`src/rtl/dmem_arbiter_pkg.sv`:
```
// Shared types and default widths for the data-memory arbiter and the CPU top.
package dmem_arbiter_pkg;

  localparam int unsigned DMEM_DATA_W = 32;
  localparam int unsigned DMEM_ADDR_W = 32;

  typedef enum logic {
    OWN_CPU  = 1'b0,
    OWN_HOST = 1'b1
  } arb_state_e;

endpackage

```
`src/rtl/dmem_arbiter_if.sv`:
```
// CPU, host and data-memory signals of the arbiter grouped as one bus.
// slave = arbiter side, master = CPU/host/memory side.
interface dmem_arbiter_if
  import dmem_arbiter_pkg::*;
#(
  parameter int unsigned DATA_W = DMEM_DATA_W,
  parameter int unsigned ADDR_W = DMEM_ADDR_W
);

  logic              cpu_req;
  logic              cpu_we;
  logic [ADDR_W-1:0] cpu_addr;
  logic [DATA_W-1:0] cpu_wdata;
  logic [DATA_W-1:0] cpu_rdata;
  logic              cpu_stall;

  logic              host_req;
  logic              host_lock;
  logic              host_we;
  logic [ADDR_W-1:0] host_addr;
  logic [DATA_W-1:0] host_wdata;
  logic              host_gnt;
  logic              host_rvalid;
  logic [DATA_W-1:0] host_rdata;

  logic              mem_we;
  logic              mem_oe;
  logic [ADDR_W-1:0] mem_addr;
  logic [DATA_W-1:0] mem_din;
  logic [DATA_W-1:0] mem_dout;

  modport slave (
    input  cpu_req, cpu_we, cpu_addr, cpu_wdata,
    input  host_req, host_lock, host_we, host_addr, host_wdata,
    input  mem_dout,
    output cpu_rdata, cpu_stall,
    output host_gnt, host_rvalid, host_rdata,
    output mem_we, mem_oe, mem_addr, mem_din
  );

  modport master (
    output cpu_req, cpu_we, cpu_addr, cpu_wdata,
    output host_req, host_lock, host_we, host_addr, host_wdata,
    output mem_dout,
    input  cpu_rdata, cpu_stall,
    input  host_gnt, host_rvalid, host_rdata,
    input  mem_we, mem_oe, mem_addr, mem_din
  );

endinterface

```
`src/rtl/arb_wait_counter.sv`:
```
// Saturating host starvation counter; o_hit flags that the host has waited MAX_WAIT cycles.
module arb_wait_counter #(
  parameter int unsigned WAIT_W   = 3,
  parameter int unsigned MAX_WAIT = 4
) (
  input  logic clk,
  input  logic rstn,
  input  logic i_inc,
  input  logic i_clr,
  output logic o_hit
);

  logic [WAIT_W-1:0] r_cnt;

  assign o_hit = (r_cnt == WAIT_W'(MAX_WAIT));

  // Clear wins over increment; holds at MAX_WAIT instead of wrapping.
  always_ff @(posedge clk or negedge rstn) begin
    if (!rstn) begin
      r_cnt <= '0;
    end else if (i_clr) begin
      r_cnt <= '0;
    end else if (i_inc && !o_hit) begin
      r_cnt <= r_cnt + WAIT_W'(1);
    end
  end

endmodule

```
`src/rtl/dmem_arbiter.sv`:
```
// Single-port data-memory arbiter between the CPU load/store path and the host port.
// Define DMEM_ARB_STATS_EN to add the stall_cnt / host_cnt statistics outputs.
module dmem_arbiter
  import dmem_arbiter_pkg::*;
#(
  parameter int unsigned DATA_W   = DMEM_DATA_W,
  parameter int unsigned ADDR_W   = DMEM_ADDR_W,
  parameter int unsigned MAX_WAIT = 4,
  parameter int unsigned WAIT_W   = 3
) (
  input  logic        clk,
  input  logic        rstn,
  dmem_arbiter_if.slave bus
`ifdef DMEM_ARB_STATS_EN
  ,
  output logic [31:0] stall_cnt,
  output logic [31:0] host_cnt
`endif
);

  arb_state_e        r_state;
  arb_state_e        w_state_nxt;
  logic              r_host_rvalid;
  logic [DATA_W-1:0] r_host_rdata;

  logic              w_host_own;
  logic              w_cpu_own;
  logic              w_gnt;
  logic              w_stall;
  logic              w_inc;
  logic              w_clr;
  logic              w_hit;
  logic              w_own_req;
  logic              w_own_we;
  logic [ADDR_W-1:0] w_mem_addr;
  logic [DATA_W-1:0] w_mem_din;

  arb_wait_counter #(
    .WAIT_W   (WAIT_W),
    .MAX_WAIT (MAX_WAIT)
  ) u_wait (
    .clk   (clk),
    .rstn  (rstn),
    .i_inc (w_inc),
    .i_clr (w_clr),
    .o_hit (w_hit)
  );

  // Ownership decode; everything is gated while rstn is low so no access leaks out of reset.
  always_comb begin
    w_host_own  = 1'b0;
    w_cpu_own   = 1'b0;
    w_gnt       = 1'b0;
    w_stall     = 1'b0;
    w_inc       = 1'b0;
    w_clr       = 1'b0;
    w_state_nxt = r_state;
    if (rstn) begin
      case (r_state)
        OWN_CPU: begin
          if (!bus.host_req) begin
            w_cpu_own = 1'b1;
            w_clr     = 1'b1;
          end else if (!bus.cpu_req) begin
            w_host_own = 1'b1;
            w_gnt      = 1'b1;
            w_clr      = 1'b1;
          end else if (w_hit) begin
            w_host_own = 1'b1;
            w_gnt      = 1'b1;
            w_stall    = 1'b1;
            w_clr      = 1'b1;
          end else begin
            w_cpu_own = 1'b1;
            w_inc     = 1'b1;
          end
          if (w_gnt && bus.host_lock) w_state_nxt = OWN_HOST;
        end
        OWN_HOST: begin
          w_host_own = bus.host_req;
          w_gnt      = bus.host_req;
          w_stall    = bus.cpu_req;
          w_clr      = 1'b1;
          if (!bus.host_req || !bus.host_lock) w_state_nxt = OWN_CPU;
        end
        default: w_state_nxt = OWN_CPU;
      endcase
    end
  end

  // A stalled CPU never reaches the memory; with no requester the CPU signals are parked on the bus.
  assign w_own_req  = w_host_own ? bus.host_req : (w_cpu_own & bus.cpu_req);
  assign w_own_we   = w_host_own ? bus.host_we  : bus.cpu_we;
  assign w_mem_addr = w_host_own ? bus.host_addr  : bus.cpu_addr;
  assign w_mem_din  = w_host_own ? bus.host_wdata : bus.cpu_wdata;

  assign bus.mem_we      = w_own_we & w_own_req;
  assign bus.mem_oe      = w_own_req & ~w_own_we;
  assign bus.mem_addr    = w_mem_addr;
  assign bus.mem_din     = w_mem_din;
  assign bus.cpu_rdata   = w_cpu_own ? bus.mem_dout : '0;
  assign bus.cpu_stall   = w_stall;
  assign bus.host_gnt    = w_gnt;
  assign bus.host_rvalid = r_host_rvalid;
  assign bus.host_rdata  = r_host_rdata;

  always_ff @(posedge clk or negedge rstn) begin
    if (!rstn) begin
      r_state       <= OWN_CPU;
      r_host_rvalid <= 1'b0;
      r_host_rdata  <= '0;
    end else begin
      r_state       <= w_state_nxt;
      r_host_rvalid <= w_gnt & ~bus.host_we;
      if (w_gnt && !bus.host_we) r_host_rdata <= bus.mem_dout;
    end
  end

`ifdef DMEM_ARB_STATS_EN
  logic [31:0] r_stall_cnt;
  logic [31:0] r_host_cnt;

  // Free-running event counters, wrapping at 2^32.
  always_ff @(posedge clk or negedge rstn) begin
    if (!rstn) begin
      r_stall_cnt <= '0;
      r_host_cnt  <= '0;
    end else begin
      if (w_stall) r_stall_cnt <= r_stall_cnt + 32'(1);
      if (w_gnt)   r_host_cnt  <= r_host_cnt + 32'(1);
    end
  end

  assign stall_cnt = r_stall_cnt;
  assign host_cnt  = r_host_cnt;
`endif

endmodule

```
`src/flat_wrapper.sv`:
```
// flat-port wrapper written by rule: the top's interface ports become plain ports
module dmem_arbiter_flat import dmem_arbiter_pkg::*;
#(
  parameter int unsigned DATA_W   = DMEM_DATA_W,
  parameter int unsigned ADDR_W   = DMEM_ADDR_W,
  parameter int unsigned MAX_WAIT = 4,
  parameter int unsigned WAIT_W   = 3
)
  (clk, rstn, bus_cpu_req, bus_cpu_we, bus_cpu_addr, bus_cpu_wdata, bus_host_req, bus_host_lock, bus_host_we, bus_host_addr, bus_host_wdata, bus_mem_dout, bus_cpu_rdata, bus_cpu_stall, bus_host_gnt, bus_host_rvalid, bus_host_rdata, bus_mem_we, bus_mem_oe, bus_mem_addr, bus_mem_din);
  dmem_arbiter_if #(.DATA_W(DATA_W), .ADDR_W(ADDR_W)) bus_i ();
  input  logic clk;
  input  logic rstn;
  input wire logic [$bits(bus_i.cpu_req)-1:0] bus_cpu_req;
  input wire logic [$bits(bus_i.cpu_we)-1:0] bus_cpu_we;
  input wire logic [$bits(bus_i.cpu_addr)-1:0] bus_cpu_addr;
  input wire logic [$bits(bus_i.cpu_wdata)-1:0] bus_cpu_wdata;
  input wire logic [$bits(bus_i.host_req)-1:0] bus_host_req;
  input wire logic [$bits(bus_i.host_lock)-1:0] bus_host_lock;
  input wire logic [$bits(bus_i.host_we)-1:0] bus_host_we;
  input wire logic [$bits(bus_i.host_addr)-1:0] bus_host_addr;
  input wire logic [$bits(bus_i.host_wdata)-1:0] bus_host_wdata;
  input wire logic [$bits(bus_i.mem_dout)-1:0] bus_mem_dout;
  output wire logic [$bits(bus_i.cpu_rdata)-1:0] bus_cpu_rdata;
  output wire logic [$bits(bus_i.cpu_stall)-1:0] bus_cpu_stall;
  output wire logic [$bits(bus_i.host_gnt)-1:0] bus_host_gnt;
  output wire logic [$bits(bus_i.host_rvalid)-1:0] bus_host_rvalid;
  output wire logic [$bits(bus_i.host_rdata)-1:0] bus_host_rdata;
  output wire logic [$bits(bus_i.mem_we)-1:0] bus_mem_we;
  output wire logic [$bits(bus_i.mem_oe)-1:0] bus_mem_oe;
  output wire logic [$bits(bus_i.mem_addr)-1:0] bus_mem_addr;
  output wire logic [$bits(bus_i.mem_din)-1:0] bus_mem_din;
  assign bus_i.cpu_req = bus_cpu_req;
  assign bus_i.cpu_we = bus_cpu_we;
  assign bus_i.cpu_addr = bus_cpu_addr;
  assign bus_i.cpu_wdata = bus_cpu_wdata;
  assign bus_i.host_req = bus_host_req;
  assign bus_i.host_lock = bus_host_lock;
  assign bus_i.host_we = bus_host_we;
  assign bus_i.host_addr = bus_host_addr;
  assign bus_i.host_wdata = bus_host_wdata;
  assign bus_i.mem_dout = bus_mem_dout;
  assign bus_cpu_rdata = bus_i.cpu_rdata;
  assign bus_cpu_stall = bus_i.cpu_stall;
  assign bus_host_gnt = bus_i.host_gnt;
  assign bus_host_rvalid = bus_i.host_rvalid;
  assign bus_host_rdata = bus_i.host_rdata;
  assign bus_mem_we = bus_i.mem_we;
  assign bus_mem_oe = bus_i.mem_oe;
  assign bus_mem_addr = bus_i.mem_addr;
  assign bus_mem_din = bus_i.mem_din;
  dmem_arbiter #(.DATA_W(DATA_W), .ADDR_W(ADDR_W), .MAX_WAIT(MAX_WAIT), .WAIT_W(WAIT_W)) u_core (.clk(clk), .rstn(rstn), .bus(bus_i));
endmodule
```
`config.mk`:
```
export PLATFORM = sky130hd
export DESIGN_NAME = dmem_arbiter_flat
export DESIGN_NICKNAME = d
export VERILOG_FILES = /design/src/rtl/dmem_arbiter_pkg.sv /design/src/rtl/dmem_arbiter_if.sv /design/src/rtl/arb_wait_counter.sv /design/src/rtl/dmem_arbiter.sv /design/src/flat_wrapper.sv
export SDC_FILE = /design/constraint.sdc
export NUM_CORES = 1
export LEC_CHECK = 0
export ABC_AREA = 1
export CELL_PAD_IN_SITES_DETAIL_PLACEMENT = 1
export CELL_PAD_IN_SITES_GLOBAL_PLACEMENT = 1
export CORE_MARGIN = 5
export CORE_UTILIZATION = 16
export CTS_CLUSTER_SIZE = 30
export DETAILED_ROUTE_END_ITERATION = 8
export GPL_TIMING_DRIVEN = 0
export PLACE_DENSITY = 0.85
export SETUP_SLACK_MARGIN = 0.5
export SYNTH_ARGS = -nofsm -noshare
export SYNTH_HDL_FRONTEND = slang
export SYNTH_SLANG_ARGS = --single-unit
```
`constraint.sdc`:
```
create_clock -name clk -period 2.2 [get_ports clk]
set_input_delay 0.44 -clock clk [delete_from_list [all_inputs] [get_ports clk]]
set_output_delay 0.44 -clock clk [all_outputs]
set_load 0.01 [all_outputs]
```
==> flow_summary.yaml <==
finish:
  areaGrowthSynthToFinish_pct: 179
  final_layout_size_suffix_gt1_share_pct: 41.8
  fin_area_mm2: 0.00714
  nFillCells: 1881
  postLayoutCoreUtil_pct: 45.3
  nets: 939
setup_path:
  end_kind: "primary output"
  slowest_delay_ns: 0.37
  cp.arrival_ns: 1.85
  required_ns: 1.76
  reg2reg_depth: 12
  start_kind: "register"
  crit_top_cell: "nand2_4"
  cp_cell_sequence: "inv_2 -> ha_4 -> nand2_4 -> nand3_4 -> nand2_8 -> inv_8 -> buf_12 -> buf_8 -> clkbuf_16 -> nand2_4 -> nand2_2 -> buf_6"
  cp_num_buf_inv: 6
  crit_type: "register to primary output"
  r2r-end: "u_core.bus.host_rdata[14]"
  crit_end: "bus_mem_din[1]"
  crit_family: "buffers and inverters"
  crit_path_start: "u_core.u_wait.r_cnt[0]"
  cp_slowest_cell: "dfrtp_1"
  r2r-start: "u_core.u_wait.r_cnt[0]"
  cp.depth: 12
  r2r_slack_ns: 0.41
  cp_max_fo: 5
logic_synthesis:
  synth-main-ff-cell: "dfrtp_1"
  synth_edf_count: 0
  ys_ff_latch: 37
  synth_top_area_cell: "dfrtp_1"
  synthTopCellsByArea: "dfrtp_1 (36%), nand2_1 (35%), inv_1 (5.9%)"
  synthArstFlopShare_pct: 100
  ys_seq_area_share_pct: 36.2
  synthDistinctLibCells: 20
  synth_fp_nets: 591
  synth_top_area_share_pct: 36.2
  synthTopCellsByCount: "nand2_1 (237), inv_1 (40), dfrtp_1 (37)"
  synthesis.area_mm2: 0.00256
  ys_warn_count: 0
  synth.most_common_cell: "nand2_1"
  postSynthCellCount: 422
  avgSynthCellArea_um2: 6.06
global_route:
  use_met1_pct: 16.4
  busiest_layer: "met2"
  grt_pass1_vias: 4383
  met3_usage_pct: 6.22
  gr-usage-met2_pct: 33.8
  grt-ovfl-total: 0
  antenna_found_initial: 1
  grt_start_max_net_pins: 17
  grtUsageTotal_pct: 16.9
  grt_pass1_wl_um: 24200
floorplan:
  coreArea_mm2: 0.0158
  fp-row-count: 46
  die_x_um: 136
  io_pins: 300
  start_util_pct: 16.2
  die_area_mm2: 0.0186
  die_y_um: 136
placement:
  placed_cell_area_mm2: 0.00597
  gp_congestion: 0.783
  numPortBuffers: 299
  dpl.hpwl_um: 13200
clocking:
  path_clk_slew_ns: 0.06
  cts_tree: "yes"
  htreeDepth: 2
  cts_made_buffers: 5
  clock-sinks: 37
  clock_latency_ns: 0.28
  root_buffer: "clkbuf_16"
  clockBufferDepth: 2
detailed_routing:
  drt_wl_total_um: 17700
  drt_iter0_markers: 85
  wl_per_cell_um: 17.9
  via_per_inst: 4.14
  route.detailed.drc: 0
  first_pass_iters: 4
  ant_nets: 0
  via_count: 4086
worst_hold_path:
  worstHoldPathType: "primary input to asynchronous set/reset pin"
status:
  violations: "setup timing"
  status: "finished, violations left"
sta:
  finalWorstPathRequiredPeriod_ns: 2.29
  drv_slew: 0
  setup_viol: 36
  clock-skew-final_ns: 0.00398
  finalHoldViolCount: 0
  timing.final.crit_share_pct: 104
  finalWorstSetupSlack_ns: -0.0853
  fmax_mhz: 438
  worstMarginPinSlew_ns: 0.640
  rsz0062_at_grt: "yes"
  relSlewSlack_pct: 57.2
pwr:
  power.leakage_uw: 0.00359
  p_per_area_mw_per_mm2: 485
  ir_drop_v: 0.000434
flow_run:
  drv_cap: 0
==> sequential cells by signal, summed over array words and instances, names as in the netlist <==
name,cells
u_core.bus.host_rdata,32
u_core.r_state,1
u_core.u_wait.r_cnt,3
u_core.bus.host_rvalid,1
==> how the worst min path moves through the flow <==
| stage | startpoint | endpoint | slack (ns) | cells past startpoint |
|---|---|---|---|---|
| 2_1_floorplan | rstn | u_core.bus.host_rdata[0] | 0.14 | 0 |
| 3_3_place_gp | u_core.bus.host_rdata[20] | u_core.bus.host_rdata[20] | 0.46 | 2 |
| 3_5_place_dp | rstn | u_core.bus.host_rdata[4] | 0.38 | 1 |
| 4_1_cts | rstn | u_core.bus.host_rdata[10] | 0.07 | 2 |
| 5_1_grt | rstn | u_core.bus.host_rdata[16] | 0.06 | 2 |
| 6_report | rstn | u_core.bus.host_rdata[10] | 0.07 | 2 |
==> logic make-up (layout without fill, tap and decap cells) <==
logic type | count (synthesis) | after routing | synth area share [%]
other | 0 | 1 | 0
xor gates and xnor gates | 1 | 1 | 0.343
adders and majority gates | 2 | 2 | 0.978
buffers and inverters | 66 | 415 | 13.4
and+or+nand+nor | 279 | 279 | 41.9
DFF | 37 | 37 | 36.2
AOI/OAI and AO/OA | 37 | 37 | 7.24
==> layer usage <==
layer / wire, um / vias up
met5: 0 / -
met4: 190 / 0
met3: 1770 / 12
met2: 9810 / 189
met1: 5960 / 1931
li1: - / 1954
==> stage by stage <==
stage                     cells  TNS [ns]  setup slack (ns)  power (uW)  hold WS [ns]
after global routing        988     -7.35            -0.167        3650        0.0647
after global placement      937   -248.18             -2.12        2330         0.464
after CTS                   972     -1.23           -0.0614        3360        0.0665
after detailed placement    938    -62.39            -0.766        2370         0.376
after floorplan             422         0             0.502        1370         0.144
final                       988     -1.67           -0.0853        3470        0.0678
==> area by class of cell <==
type                            count  area [um^2]  area share [%]
Antenna cell                        1         2.50          0.0350
Buffer                             24          334            4.68
Clock buffer                        7          143            2.00
Clock inverter                      1         30.0           0.420
Inverter                           42          165            2.31
Multi-Input combinational cell    319         1840            25.7
Sequential cell                    37          926            13.0
Tap cell                          216          270            3.78
Timing Repair Buffer              341         3430            48.1
==> what timing repair did <==
action / CTS / global route
setup buffers: 19 / 11
cloned: 6 / 4
hold buffers: 1 / 0
hold endpoints to repair: 13 / 0
endpoints found under the setup margin: 102 / 132
pin swaps: 12 / 12
resized for setup: 532 / 138
==> cells in the final DEF (no fill, tap or decap), drive strengths merged <==
cell type / count
nand3b: 1
clkdlybuf4s50: 193
a21oi: 2
nand4: 1
dfrtp: 37
dlygate4sd2: 2
o21ai: 35
clkbuf: 13
nand2: 239
dlygate4sd3: 1
diode: 1
ha: 2
bufinv: 1
buf: 158
inv: 42
xor2: 1
clkdlybuf4s15: 1
nand3: 3
dlymetal6s2s: 3
nor2: 35
bufbuf: 1
==> power by group <==
group,leakage (uW),internal [uW],switching [uW]
sequential,0.000470,811,79.3
combinational,0.00304,988,745
clock,0.0000841,566,276
Power figures use the tool's default switching activity.
